[src/rtl/uart_piso_tx.sv]
// -----------------------------------------------------------------------------
// uart_piso_tx
//   UART transmit path. It accepts one parallel word through a valid/ready
//   handshake and sends it on the serial line as one frame: a start bit, the
//   data bits (LSB first), an optional parity bit, and the stop bit(s). Each
//   serial bit is held for CLKS_PER_BIT cycles of baud_clk.
//
// Ports:
//   baud_clk    in   bit-rate clock; all state changes on its rising edge
//   rst_n       in   asynchronous active-low reset
//   tx_valid    in   a word is present on tx_data
//   tx_data     in   [DATA_BITS-1:0] word to transmit
//   tx_ready    out  high in IDLE, when a word can be accepted
//   data_tx     out  serial line; high when idle
//   active_flag out  high while a frame is on the line
//   done_flag   out  one-cycle pulse on the edge that returns to IDLE
// -----------------------------------------------------------------------------
module uart_piso_tx #(
  parameter int DATA_BITS    = 8,  // 5..9
  parameter int CLKS_PER_BIT = 2,  // >= 1
  parameter int PARITY_EN    = 1,  // 1 = append a parity bit
  parameter int PARITY_ODD   = 0,  // 1 = odd parity, 0 = even parity
  parameter int STOP_BITS    = 1   // 1 or 2
) (
  input  logic                 baud_clk,
  input  logic                 rst_n,
  input  logic                 tx_valid,
  input  logic [DATA_BITS-1:0] tx_data,
  output logic                 tx_ready,
  output logic                 data_tx,
  output logic                 active_flag,
  output logic                 done_flag
);

  localparam logic [2:0] IDLE   = 3'd0;
  localparam logic [2:0] START  = 3'd1;
  localparam logic [2:0] DATA   = 3'd2;
  localparam logic [2:0] PARITY = 3'd3;
  localparam logic [2:0] STOP   = 3'd4;

  // One spare bit on the period counter so it can never wrap within a period.
  localparam int CNT_W = $clog2(CLKS_PER_BIT) + 1;

  localparam logic [CNT_W-1:0] CLK_LAST  = CNT_W'(CLKS_PER_BIT - 1);
  localparam logic [3:0]       DATA_LAST = 4'(DATA_BITS - 1);
  localparam logic [3:0]       STOP_LAST = 4'(STOP_BITS - 1);

  logic [2:0]           r_state;
  logic [CNT_W-1:0]     r_clk_cnt;
  logic [3:0]           r_bit_cnt;
  logic [DATA_BITS-1:0] r_shift;
  logic                 r_parity;
  logic                 r_data_tx;
  logic                 r_active;
  logic                 r_done;

  logic w_parity;
  logic w_period_end;

  // Even parity is the XOR of the word; odd parity is its inverse.
  assign w_parity     = (^tx_data) ^ (PARITY_ODD != 0);
  assign w_period_end = (r_clk_cnt == CLK_LAST);

  always_ff @(posedge baud_clk or negedge rst_n) begin
    if (!rst_n) begin
      r_state   <= IDLE;
      r_clk_cnt <= '0;
      r_bit_cnt <= '0;
      r_shift   <= '0;
      r_parity  <= 1'b0;
      r_data_tx <= 1'b1;
      r_active  <= 1'b0;
      r_done    <= 1'b0;
    end else begin
      r_done <= 1'b0;

      if (r_state == IDLE) begin
        r_data_tx <= 1'b1;
        r_clk_cnt <= '0;
        r_bit_cnt <= '0;
        if (tx_valid) begin
          // Handshake edge: the start bit goes out on this same edge, so a
          // handshake taken in the done cycle leaves exactly one idle-high
          // cycle between frames.
          r_shift   <= tx_data;
          r_parity  <= w_parity;
          r_state   <= START;
          r_data_tx <= 1'b0;
          r_active  <= 1'b1;
        end
      end else if (!w_period_end) begin
        r_clk_cnt <= r_clk_cnt + 1'b1;
      end else begin
        r_clk_cnt <= '0;
        case (r_state)
          START: begin
            // Present bit 0 and pre-shift so r_shift[0] is always the next bit.
            r_state   <= DATA;
            r_bit_cnt <= '0;
            r_data_tx <= r_shift[0];
            r_shift   <= r_shift >> 1;
          end
          DATA: begin
            if (r_bit_cnt == DATA_LAST) begin
              r_bit_cnt <= '0;
              if (PARITY_EN != 0) begin
                r_state   <= PARITY;
                r_data_tx <= r_parity;
              end else begin
                r_state   <= STOP;
                r_data_tx <= 1'b1;
              end
            end else begin
              r_bit_cnt <= r_bit_cnt + 1'b1;
              r_data_tx <= r_shift[0];
              r_shift   <= r_shift >> 1;
            end
          end
          PARITY: begin
            r_state   <= STOP;
            r_bit_cnt <= '0;
            r_data_tx <= 1'b1;
          end
          STOP: begin
            if (r_bit_cnt == STOP_LAST) begin
              r_state   <= IDLE;
              r_bit_cnt <= '0;
              r_active  <= 1'b0;
              r_done    <= 1'b1;
            end else begin
              r_bit_cnt <= r_bit_cnt + 1'b1;
            end
            r_data_tx <= 1'b1;
          end
          default: begin
            r_state   <= IDLE;
            r_data_tx <= 1'b1;
            r_active  <= 1'b0;
          end
        endcase
      end
    end
  end

  assign tx_ready    = (r_state == IDLE);
  assign data_tx     = r_data_tx;
  assign active_flag = r_active;
  assign done_flag   = r_done;

endmodule
[config.mk]
export PLATFORM = sky130hd
export DESIGN_NAME = uart_piso_tx
export DESIGN_NICKNAME = d
export VERILOG_FILES = /design/src/rtl/uart_piso_tx.sv
export SDC_FILE = /design/constraint.sdc
export NUM_CORES = 1
export LEC_CHECK = 0
export ABC_AREA = 1
export BUFFER_PORTS_ARGS = -buffer_cell sky130_fd_sc_hd__buf_4
export CORE_AREA = 2 2 64 66
export CTS_BUF_LIST = sky130_fd_sc_hd__clkbuf_8
export CTS_CLUSTER_SIZE = 8
export DETAILED_ROUTE_END_ITERATION = 12
export DIE_AREA = 0 0 66 68
export PLACE_DENSITY_LB_ADDON = 0.1
export SLEW_MARGIN = 0
export SYNTH_ARGS = -nofsm -noshare
export SYNTH_HDL_FRONTEND = slang
export SYNTH_SLANG_ARGS = --single-unit
[constraint.sdc]
create_clock -name baud_clk -period 1.6 [get_ports baud_clk]
set_input_delay 0.24 -clock baud_clk [delete_from_list [all_inputs] [get_ports baud_clk]]
set_output_delay 0.24 -clock baud_clk [all_outputs]
set_load 0.03 [all_outputs]
==> out/results.ini <==
[timing]
setup_viol = 0
hold_viol_final = 0
fmax_ghz = 0.6543
fin_skew_ps = 0.7480
relSlewSlack_pct = 81.59
worst_slack_ps = 71.53
rsz0062_at_grt = false
final.min_clock_period_ps = 1528
fin_crit_sh_pct = 95.53
worstMarginPinSlew_ps = 276.1
final.setup.tns_ps = 0
finalMaxSlewViolations = 0

[finish]
antenna_cells = 0
drive_gt1_share_pct = 18.89
final_core_util_pct = 42.60
instances_no_fill = 267
area_delta_synth_final_pct = 13.68
design_area_um2 = 1643
final_nets = 231

[die]
fp.dieH_um = 68
chipWidth_um = 66
ios = 15
coreArea_um2 = 3856
die_area_um2 = 4488
start_util_pct = 37.48
placementRows = 23

[worst_setup_path]
path_class = flip-flop to output port
reg2reg_slack_ps = 120
critPathMaxFanout = 18
crit_family = flip-flops
r2r_start = r_bit_cnt[0]
cp_slowest_cell = dfrtp_2
cp-end-kind = output port
path_cells = nor2_4 -> nand2_8 -> inv_8 -> buf_4
start_kind = flip-flop
reg2reg_to = r_shift[5]
worstPathArrival_ps = 1290
cp_num_buf_inv = 2
crit_required_ps = 1360
rr_worst_depth = 7
cpPeakStageDelay_ps = 450
cp-startpoint = r_state[0]

[clock_network]
cts_tree = done
htreeDepth = 1
cts_buffers = 3
clockRootBuffer = clkbuf_8
path_clk_slew_ps = 80
numClockSinks = 21
clk_path_buf_depth = 2
clk_latency_ps = 260

[power_and_ir_drop]
leakagePower_nw = 0.8888
max-vdd-ir-drop_uv = 550.3
p_per_area_nw_per_um2 = 2018

[min_path]
holdPathStages = 3
hold_path.class = primary input to flip-flop
min_from = tx_valid
holdPathEnd = active_flag

[drt]
vias = 1211
drcViolationCount = 0
dr.pass1.iters = 4
vias_per_cell = 4.536
wl_per_cell_um = 10.95
drt_iter0_markers = 55
antenna_left = 0
wl_mm = 2.924

[place]
post-place-ws_ps = 122.5
gp_congestion = 0.8591
portBuffers = 14
dpl-instance-area_um2 = 1570
place_inst = 261
dpl.hpwl_mm = 2.276

[global_routing]
antenna_found_initial = 0
grt_overflow = 0
grt_max_degree = 22
grt_usage_pct = 14.93
grt_pass1_vias = 1188
grt_pass1_wl_mm = 5.230

[yosys]
synthTopCellsByCount = nand2_1 (80), inv_1 (24), dfrtp_1 (20), nand3_1 (13), nor2_1 (12)
synth_edf_count = 0
syn_area_per_cell_um2 = 7.119
syn_area_um2 = 1445
syn_inst = 203
synth_cell_type_count = 25
yosys.cell_count.top_type = nand2_1
yosysTopAreaCell = dfrtp_1
syn-num-nets = 216
ys_seq_area_share_pct = 36.45
async_reset_ff_share_pct = 100.0
yosys_warnings = 0
synth_ff_type = dfrtp_1
synth_area_leaders = dfrtp_1 (35%), nand2_1 (21%), inv_1 (6.2%), o21ai_2 (4.8%), nand3_1 (4.5%)
synth_seq_cells = 21
synth_top_area_share_pct = 34.63

[status]
status = finished, final reports clean

[flow_run]
maxCapViolCount = 0

==> worst reg2reg max path, cell delays in order (launching register included) <==
cell	delay, ps
dfrtp_1	420
ha_1	240
nand2_1	100
nor2_1	70
o21ai_2	180
nand2_4	170
nand2_1	120
o21ai_2	60
==> report_power, final <==
part	internal, mW	switching, mW	leakage [nW]	total (mW)
Sequential	0.762	0.177	0.267	0.939
Combinational	0.691	1.33	0.596	2.02
Clock	0.173	0.180	0.0255	0.354
==> worst max path at each step <==
stage / cells after the start / slack [ps] / endpoint
floorplan: 8 / 240 / r_shift[0]
finish: 4 / 70 / tx_ready
detailed placement: 7 / 120 / r_shift[5]
global placement: 7 / 140 / r_shift[4]
CTS: 4 / 20 / tx_ready
global route: 4 / 4 / tx_ready
==> sequential cells by signal, indices dropped and copies added (netlist names) <==
name and cells:
r_shift 8, r_state 3, r_bit_cnt 4, r_parity 1
data_tx 1, r_clk_cnt 2, active_flag 1, done_flag 1
==> stage by stage <==
step | hold slack (ps) | power, mW
2_1_floorplan | -55.59 | 2.628
3_3_place_gp | 141.7 | 2.894
3_5_place_dp | 142.7 | 2.941
4_1_cts | 295.5 | 3.330
5_1_grt | 312.1 | 3.657
6_report | 289.9 | 3.315
==> what timing repair did <==
item,4_1_cts,5_1_grt
setup buffers,0,1
pin swaps,0,1
resized for setup,2,2
hold endpoints to repair,20,0
setup endpoints to repair,1,1
hold buffers,1,0
==> layout make-up <==
| type | count | area, um2 |
|---|---|---|
| fill | 410 | 2213 |
| multi-input combinational | 149 | 774.5 |
| sequential | 21 | 528.0 |
| timing repair buffer | 16 | 122.6 |
| inverter | 27 | 108.9 |
| tap | 50 | 62.56 |
| clock buffer | 3 | 41.29 |
| clock inverter | 1 | 5.005 |
==> kinds of logic (layout without fill, tap and decap cells) <==
group           Yosys count  in the layout  share of synthesized area [%]
simple gates            117            117                          35.67
buf+inv                  33             47                          9.957
xor+xnor                 10             10                          6.060
fa+ha+maj                 2              2                          1.731
compound gates           20             20                          10.13
flops                    21             21                          36.45
==> per-layer routing <==
layer | vias up | track usage, % | part of all wire [%]
li1 | 647 | - | -
met1 | 542 | 18.53 | 47
met2 | 20 | 27.02 | 50
met3 | 2 | 1.645 | 1.9
met4 | 0 | 5.102 | 0.65
met5 | - | 0 | 0
==> placed cells by master, fill, tap and decap left out <==
cell type       n
inv_8           1
dlygate4sd3_1   1
nand2_4         2
a21boi_1        1
nand2_1        80
dfstp_2         1
clkbuf_8        3
inv_2           2
nor3_1          3
ha_1            2
dfrtp_1        19
a21boi_0        1
buf_4          15
nand2_2         3
nand4_1         1
a21oi_1         1
nor2_4          2
dfrtp_2         1
xor2_1          4
o21ai_0         8
o21ai_2         8
xnor2_1         6
inv_1          24
o21ai_4         1
nand2_8         1
nand3_1        13
clkinv_2        1
nor2_1         12
Note: power is estimated with default switching activity, not from simulation.
